--- src/rtl/wall_follow_loop_sequencer.sv ---
// Wall-following PID loop sequencer.
// Counts out the PID loop period, captures range samples, holds the PID gains
// and setpoint in shadow registers that reach the PID only at loop boundaries,
// detects a sensor that has stopped reporting, and mixes the signed PID
// correction into saturated left/right motor speed commands.
module wall_follow_loop_sequencer #(
  parameter int PID_INT_WIDTH = 8,
  parameter int PV_WIDTH      = 9,
  parameter int CONTROL_WIDTH = 16,
  parameter int SPEED_WIDTH   = 8,
  parameter int LOOP_PERIOD   = 500000,
  parameter int TIMEOUT_LOOPS = 4,
  parameter int CTRL_SHIFT    = 4,
  parameter int BASE_SPEED    = 128,
  parameter int SETPOINT_INIT = 100
) (
  input  logic                     clk,
  input  logic                     reset,
  input  logic                     run,
  input  logic                     cfg_we,
  input  logic [1:0]               cfg_addr,
  input  logic [PV_WIDTH-1:0]      cfg_wdata,
  input  logic                     sample_valid,
  input  logic [PV_WIDTH-1:0]      sample_data,
  input  logic [CONTROL_WIDTH-1:0] control_in,
  output logic                     pid_en,
  output logic                     pid_clk_en,
  output logic [PID_INT_WIDTH-1:0] k_p,
  output logic [PID_INT_WIDTH-1:0] k_i,
  output logic [PID_INT_WIDTH-1:0] k_d,
  output logic [PV_WIDTH-1:0]      setpoint,
  output logic [PV_WIDTH-1:0]      feedback,
  output logic [SPEED_WIDTH-1:0]   motor_left,
  output logic [SPEED_WIDTH-1:0]   motor_right,
  output logic                     fault,
  output logic [1:0]               state,
  output logic [15:0]              loop_count
);

  localparam logic [1:0] ST_IDLE  = 2'd0;
  localparam logic [1:0] ST_WAIT  = 2'd1;
  localparam logic [1:0] ST_RUN   = 2'd2;
  localparam logic [1:0] ST_FAULT = 2'd3;

  localparam int CNT_W   = $clog2(LOOP_PERIOD);
  localparam int STALE_W = $clog2(TIMEOUT_LOOPS + 1);
  localparam int SUM_W   = CONTROL_WIDTH + 2;

  localparam logic [CNT_W-1:0]       CNT_LAST   = CNT_W'(LOOP_PERIOD - 1);
  localparam logic [STALE_W-1:0]     STALE_LAST = STALE_W'(TIMEOUT_LOOPS - 1);
  localparam logic signed [SUM_W-1:0] BASE_S    = SUM_W'(BASE_SPEED);
  localparam logic signed [SUM_W-1:0] SPEED_MAX = SUM_W'((1 << SPEED_WIDTH) - 1);

  logic [CNT_W-1:0]         period_cnt, cnt_next;
  logic [STALE_W-1:0]       stale_cnt, stale_next;
  logic [1:0]               state_next;
  logic                     running, tick, stale_hit, sample_take, tick_d;
  logic [PID_INT_WIDTH-1:0] kp_sh, ki_sh, kd_sh, kp_sh_n, ki_sh_n, kd_sh_n;
  logic [PV_WIDTH-1:0]      sp_sh, sp_sh_n;
  logic signed [SUM_W-1:0]  ctrl_ext, u_shift, sum_l, sum_r;

  // Saturate a wide signed sum into the unsigned motor command range.
  function automatic logic [SPEED_WIDTH-1:0] sat_speed(input logic signed [SUM_W-1:0] v);
    if (v[SUM_W-1])        return '0;
    else if (v > SPEED_MAX) return '1;
    else                    return v[SPEED_WIDTH-1:0];
  endfunction

  // Next-state, period counter, stale counter and shadow write decode.
  always_comb begin
    // NOTE: every variable gets a default before any branch, so no path leaves
    // a value unassigned and no latch is inferred.
    running     = (state == ST_WAIT) || (state == ST_RUN);
    tick        = running && (period_cnt == CNT_LAST);
    sample_take = sample_valid && (state != ST_IDLE);
    stale_hit   = tick && !sample_valid && (stale_cnt == STALE_LAST);

    state_next = state;
    if (!run) begin
      state_next = ST_IDLE;
    end else begin
      case (state)
        ST_IDLE:  state_next = ST_WAIT;
        ST_WAIT:  if (sample_valid) state_next = ST_RUN;
                  else if (stale_hit) state_next = ST_FAULT;
        ST_RUN:   if (stale_hit) state_next = ST_FAULT;
        default:  state_next = ST_FAULT;
      endcase
    end

    // The counter restarts on entry to WAIT_SAMPLE or RUN and wraps at each tick.
    cnt_next = '0;
    if ((state_next == ST_WAIT || state_next == ST_RUN) && state_next == state)
      cnt_next = tick ? '0 : period_cnt + 1'b1;

    // A sample wins over a tick on the same cycle.
    stale_next = stale_cnt;
    if (state_next == ST_WAIT && state != ST_WAIT) stale_next = '0;
    else if (sample_take)                          stale_next = '0;
    else if (tick)                                 stale_next = stale_cnt + 1'b1;

    kp_sh_n = kp_sh;
    ki_sh_n = ki_sh;
    kd_sh_n = kd_sh;
    sp_sh_n = sp_sh;
    if (cfg_we) begin
      case (cfg_addr)
        2'd0:    kp_sh_n = cfg_wdata[PID_INT_WIDTH-1:0];
        2'd1:    ki_sh_n = cfg_wdata[PID_INT_WIDTH-1:0];
        2'd2:    kd_sh_n = cfg_wdata[PID_INT_WIDTH-1:0];
        default: sp_sh_n = cfg_wdata;
      endcase
    end

    ctrl_ext = {{2{control_in[CONTROL_WIDTH-1]}}, control_in};
    u_shift  = ctrl_ext >>> CTRL_SHIFT;
    sum_l    = BASE_S + u_shift;
    sum_r    = BASE_S - u_shift;
  end

  // Sequencer state, counters and the PID strobe outputs.
  always_ff @(posedge clk) begin
    // NOTE: state is updated with non-blocking assignments so every register
    // samples pre-edge values regardless of statement order.
    if (reset) begin
      state      <= ST_IDLE;
      period_cnt <= '0;
      stale_cnt  <= '0;
      pid_en     <= 1'b0;
      pid_clk_en <= 1'b0;
      fault      <= 1'b0;
      tick_d     <= 1'b0;
      loop_count <= '0;
    end else begin
      state      <= state_next;
      period_cnt <= cnt_next;
      stale_cnt  <= stale_next;
      pid_en     <= (state_next == ST_RUN);
      // Registered look-ahead so the strobe is high in the cycle the counter
      // sits at its last value.
      pid_clk_en <= (state_next == ST_RUN) && (cnt_next == CNT_LAST);
      fault      <= (state_next == ST_FAULT);
      tick_d     <= pid_clk_en;
      if (pid_clk_en) loop_count <= loop_count + 16'd1;
    end
  end

  // Shadow config registers and the active copies presented to the PID.
  always_ff @(posedge clk) begin
    if (reset) begin
      kp_sh    <= '0;
      ki_sh    <= '0;
      kd_sh    <= '0;
      sp_sh    <= PV_WIDTH'(SETPOINT_INIT);
      k_p      <= '0;
      k_i      <= '0;
      k_d      <= '0;
      setpoint <= PV_WIDTH'(SETPOINT_INIT);
    end else begin
      kp_sh <= kp_sh_n;
      ki_sh <= ki_sh_n;
      kd_sh <= kd_sh_n;
      sp_sh <= sp_sh_n;
      if (state != ST_RUN) begin
        // Outside RUN a write is visible on the very next edge.
        k_p      <= kp_sh_n;
        k_i      <= ki_sh_n;
        k_d      <= kd_sh_n;
        setpoint <= sp_sh_n;
      end else if (tick) begin
        // In RUN only the pre-edge shadow is taken, so a write coincident
        // with the tick waits for the following tick.
        k_p      <= kp_sh;
        k_i      <= ki_sh;
        k_d      <= kd_sh;
        setpoint <= sp_sh;
      end
    end
  end

  // Feedback capture and motor mixing one cycle after each PID strobe.
  always_ff @(posedge clk) begin
    if (reset) begin
      feedback    <= '0;
      motor_left  <= '0;
      motor_right <= '0;
    end else begin
      if (sample_take) feedback <= sample_data;
      if (state_next != ST_RUN) begin
        motor_left  <= '0;
        motor_right <= '0;
      end else if (tick_d) begin
        motor_left  <= sat_speed(sum_l);
        motor_right <= sat_speed(sum_r);
      end
    end
  end

endmodule
--- config.mk ---
export PLATFORM = sky130hd
export DESIGN_NAME = wall_follow_loop_sequencer
export DESIGN_NICKNAME = d
export VERILOG_FILES = /design/src/rtl/wall_follow_loop_sequencer.sv
export SDC_FILE = /design/constraint.sdc
export NUM_CORES = 1
export LEC_CHECK = 0
export CORE_ASPECT_RATIO = 1.75
export CORE_UTILIZATION = 56
export CTS_CLUSTER_DIAMETER = 30
export DETAILED_ROUTE_END_ITERATION = 12
export PLACE_DENSITY = 0.86
export SLEW_MARGIN = 15
export SYNTH_ARGS = -nofsm -noshare
export SYNTH_HDL_FRONTEND = slang
export SYNTH_SLANG_ARGS = --single-unit
export TNS_END_PERCENT = 20
--- constraint.sdc ---
create_clock -name clk -period 7.65 [get_ports clk]
set_input_delay 1.53 -clock clk [delete_from_list [all_inputs] [get_ports clk]]
set_output_delay 1.53 -clock clk [all_outputs]
set_load 0.01 [all_outputs]
==> results <==
- For the pin with the worst max-slew slack, the measured transition is 1.03 ns.
- During I/O placement, the number of pins put on the boundary was 120.
- The relative slew slack is a little under a third.
- The average instance area after synthesis is 8.99 um^2.
- The via count is 5292.
- The total of warnings raised by yosys is 0.
- The number of buffers and inverters on the critical path is 1.
- Setup violations remaining at the end of the flow were counted as 0.
- The wire length of the first global-routing pass is 24200 um.
- The starting density of the core is 57.2%.
- Once the clock tree was built, the setup fixing pass inserted 0 buffers.
- The highest clock rate is 0.224 GHz.
- The detail route stage leaves a number of antenna-violating nets equal to 0.
- The number of remaining DRC errors is 0.
- The count of buffers from port buffering is 115.
- The via count of the first global-routing pass is 5302.
- The analysis attributes to cell leakage a power of 2.77 nW.
- The post-layout total power is roughly 1.6 mW.
- The die outline area is 0.0113 mm^2.
- Across the run, the number of max-cap violations was 0.
- Fill cells in the final layout number 812.
- The final sum of negative setup slack is 0 ns.
- The detailed-placement wirelength estimate is about 10000 um.
- Once placement completed, the tool counted placed cells totaling 892.
- The number of detailed-route iterations in the first pass is 4.
- The signal arrival time at the worst endpoint is between 4 and 5 ns.
- The detailed-route vias per instance is between 5 and 6.
- The final critical-path required period is 4.46 ns.
- Cell internal power was estimated by the tool at 1.24 mW.
- Among all stages on the critical path, the largest delay is contributed by sky130_fd_sc_hd__clkdlybuf4s50_1.
- In this run switching power makes up between 20% and 30% of total power.
- The clock network fraction of design power is between 40% and 50%.
- The layout overhead on the synthesized area is 28.9%.
- The number of antenna diodes in the final layout is 0.
- The initial DRC count is 220.
- The hold violation count in the final report is 0.
- Counting distinct cell types in the post-synthesis netlist gives 52.
- The clock slew seen by the registers of the worst setup and hold paths is 0.06 ns.
- The number of pins with negative max-slew slack in the final report was 0.
- The total overflow left after global routing is 0.
- The total area inside the core boundary comes to 0.0106 mm^2.
- The largest stage delay on the critical path is 0.59 ns.
- For this run, the number of standard cells in the final layout without fillers is 924.
- The number of H-tree branching levels is 4.
- Setup repair after global routing left no endpoint under its margin.
- The floorplan die width is roughly 80 um.
- Of the available clock period, the critical path in the final layout requires between 50% and 60%.
- Before CTS, the worst setup slack after placement is around 2.8 ns.
- The height of the die is 140 um.
- The family of cells with the greatest summed delay on the critical path is simple AND/OR/NAND/NOR gates.
- The most used flip-flop cell after synthesis is sky130_fd_sc_hd__dfxtp_1.
- Registers are responsible for about 44% of the overall power.
- The part of the Yosys area used for sequential elements is 44.4%.
- The flip-flop and latch count after synthesis is 135.
- After clock tree synthesis, the flow added hold-fix buffers numbering 0.
- The clock passes through at most 2 buffers.
- For this design, the sink count on the clock tree is 135.
- The aggregate routed wire length is 14700 um.
- The total global routing track utilization is 27.7%.
- Per report_power, the combinational group accounts for 8.1% of the total.
- In this run the power spent charging and discharging nets is 405 uW.
- The run finished with clean final reports.
- The share of post-route cells with drive strength above 1 is 9.57%.
- CTS placed an instance of sky130_fd_sc_hd__clkbuf_16 at the clock tree root.
- For the final database, setup skew stands at 0.0113 ns.
- The endpoint kind of the worst setup timing path is a flop.
- The total nets after synthesis is about 740.
- The total number of nets in the final design is 839.
- The cell row count is 50.
- Entering global routing, the biggest net connects 77 pins.
- The critical path start-end classification is in -> reg.
- The worst voltage drop across the vdd grid is 189 uV.
- The path type of the worst min-delay path is reg -> reg.
- The TritonCTS clock tree is yes.
- Dividing the detail-routed wire length by the instance count gives 15.9 um.
- The insertion delay to the later sink of the worst-skew pair is 0.42 ns.
- The kind of start point of the critical path is an input port.
- The required time of the worst setup path is 7.96 ns.
- Hold is met by between 0.4 and 0.5 ns.
- The post-route worst setup slack is between 3 and 4 ns.
- The initial antenna violation count is 0.
- In this run the cell area of the synthesized design comes to 0.00608 mm^2.
- The post-cts resize count is 0.
- Counting flops with a built-in enable in the synthesized netlist gives 0.
- In the synthesized netlist the async set-or-reset flop fraction comes to 0%.
- The highest fanout seen on the critical path is 20.
- Dividing total power by cell area gives a power density of 210 mW/mm^2.
- Synthesis produced 677 cells.
- TritonCTS created 17 clock buffers.
- The placer congestion estimate is 0.917.
- Walking the worst path, the cells encountered are clkdlybuf4s50_1, nor2b_1, o41ai_1, nand2b_1, ha_1, a2111oi_0, nand3b_1, or3_1, a2111oi_2.
cells in the final DEF (no fill, tap or decap), types with 5 or more instances in the layout:
cell type                         count
sky130_fd_sc_hd__dfxtp_1            135
sky130_fd_sc_hd__clkdlybuf4s50_1    114
sky130_fd_sc_hd__nor2_1              95
sky130_fd_sc_hd__nand2_1             61
sky130_fd_sc_hd__a21oi_1             55
sky130_fd_sc_hd__mux2_2              32
sky130_fd_sc_hd__mux2i_1             27
sky130_fd_sc_hd__xor2_1              22
sky130_fd_sc_hd__nand3_1             20
sky130_fd_sc_hd__nand2b_1            20
sky130_fd_sc_hd__xnor2_1             19
sky130_fd_sc_hd__a211oi_1            18
sky130_fd_sc_hd__clkbuf_16           17
sky130_fd_sc_hd__ha_1                16
sky130_fd_sc_hd__and2_1              15
sky130_fd_sc_hd__inv_1               14
sky130_fd_sc_hd__o21ai_0             13
sky130_fd_sc_hd__o31ai_1             10
sky130_fd_sc_hd__nor3_1               7
sky130_fd_sc_hd__nand4_1              7
sky130_fd_sc_hd__inv_6                7
sky130_fd_sc_hd__or3_1                6
sky130_fd_sc_hd__and3_1               5
sky130_fd_sc_hd__nor4_1               5
final timing paths:
path                                 start                        to  slack [ns]  depth (start not counted)
hold / removal    feedback[5]$_SDFFE_PP0P_  feedback[5]$_SDFFE_PP0P_        0.46                          2
setup / recovery              sample_valid     pid_clk_en$_SDFF_PP0_        3.19                          9
setup reg to reg  period_cnt[8]$_SDFF_PP0_     pid_clk_en$_SDFF_PP0_        3.75                         11
hold reg to reg   feedback[5]$_SDFFE_PP0P_  feedback[5]$_SDFFE_PP0P_        0.46                          2
cell usage after synthesis (2+ instances only):
cell type / count / area share, %
sky130_fd_sc_hd__nor2b_1: 4 / 0.41
sky130_fd_sc_hd__buf_4: 3 / 0.37
sky130_fd_sc_hd__nand3_1: 20 / 1.6
sky130_fd_sc_hd__o31ai_1: 10 / 1.2
sky130_fd_sc_hd__xnor2_1: 19 / 2.7
sky130_fd_sc_hd__a22o_1: 3 / 0.43
sky130_fd_sc_hd__nand2_1: 61 / 3.8
sky130_fd_sc_hd__ha_1: 17 / 3.5
sky130_fd_sc_hd__nand3b_1: 4 / 0.49
sky130_fd_sc_hd__mux2_2: 32 / 5.9
sky130_fd_sc_hd__and3_1: 6 / 0.62
sky130_fd_sc_hd__and2_1: 15 / 1.5
sky130_fd_sc_hd__a21boi_0: 2 / 0.25
sky130_fd_sc_hd__nor3b_1: 2 / 0.25
sky130_fd_sc_hd__a211oi_1: 18 / 2.2
sky130_fd_sc_hd__mux2i_1: 27 / 4.4
sky130_fd_sc_hd__nand4_1: 7 / 0.72
sky130_fd_sc_hd__buf_1: 3 / 0.19
sky130_fd_sc_hd__or4_1: 2 / 0.25
sky130_fd_sc_hd__buf_2: 3 / 0.25
sky130_fd_sc_hd__nor2_1: 95 / 5.9
sky130_fd_sc_hd__nor3_1: 7 / 0.58
sky130_fd_sc_hd__inv_1: 14 / 0.86
sky130_fd_sc_hd__or3_1: 6 / 0.62
sky130_fd_sc_hd__nor4_2: 3 / 0.62
sky130_fd_sc_hd__o21ai_0: 13 / 1.1
sky130_fd_sc_hd__clkbuf_1: 23 / 1.4
sky130_fd_sc_hd__nand2b_1: 20 / 2.1
sky130_fd_sc_hd__nor4_1: 5 / 0.51
sky130_fd_sc_hd__xor2_1: 22 / 3.2
sky130_fd_sc_hd__dfxtp_1: 135 / 44
sky130_fd_sc_hd__a21oi_1: 55 / 4.5
sky130_fd_sc_hd__or3b_1: 2 / 0.29
sequential cells by signal, summed over array words and instances, names as in the netlist, 2 cells and up:
signal	count
loop_count	16
feedback	9
sp_sh	9
kp_sh	8
ki_sh	8
k_d	8
stale_cnt	3
motor_right	8
kd_sh	8
motor_left	8
state	2
period_cnt	19
setpoint	9
k_i	8
k_p	8
worst min-delay path: cells and delay by family, from the launching register on:
family | cells | cell delay [ns]
AND/OR/NAND/NOR | 1 | 0.05
AO/OA/AOI/OAI | 1 | 0.05
flip-flops | 1 | 0.31
through the flow:
stage	instance area [um^2]	util, %
after floorplan	6080	-
after global placement	7270	68.4
after detailed placement	7270	68.4
after CTS	7840	73.7
after global routing	7840	73.7
final	7840	73.7
cells by family after synthesis:
group                      synth area share [%]
DFF                                        44.4
muxes                                      10.4
buffers and inverters                      3.27
AOI/OAI and AO/OA                          11.5
xor gates and xnor gates                   5.90
and+or+nand+nor                            21.1
adders and majority gates                  3.50
power by group through the flow:
stage	Combinational [mW]	Sequential [mW]	Clock, mW
detailed placement	0.132	0.744	0
CTS	0.133	0.729	0.792
global placement	0.127	0.743	0
floorplan	0.0663	0.747	0
global route	0.145	0.730	0.823
finish	0.133	0.729	0.781
area by class of cell:
type                            count  area, um^2  area share [%]
Timing Repair Buffer              118        1170            14.9
Clock inverter                     14         138            1.76
Clock buffer                       18         429            5.47
Inverter                           14        52.6           0.670
Tap cell                          130         163            2.08
Multi-Input combinational cell    495        3190            40.6
Sequential cell                   135        2700            34.5
layer usage:
layer	track usage (%)	up-vias	part of all wire [%]
met3	7.61	49	5.2
li1	-	2554	-
met5	0	-	0
met4	14.1	0	4.0
met2	52.5	158	56
met1	25.7	2531	35
No activity file was read; power rests on OpenSTA's default activity.
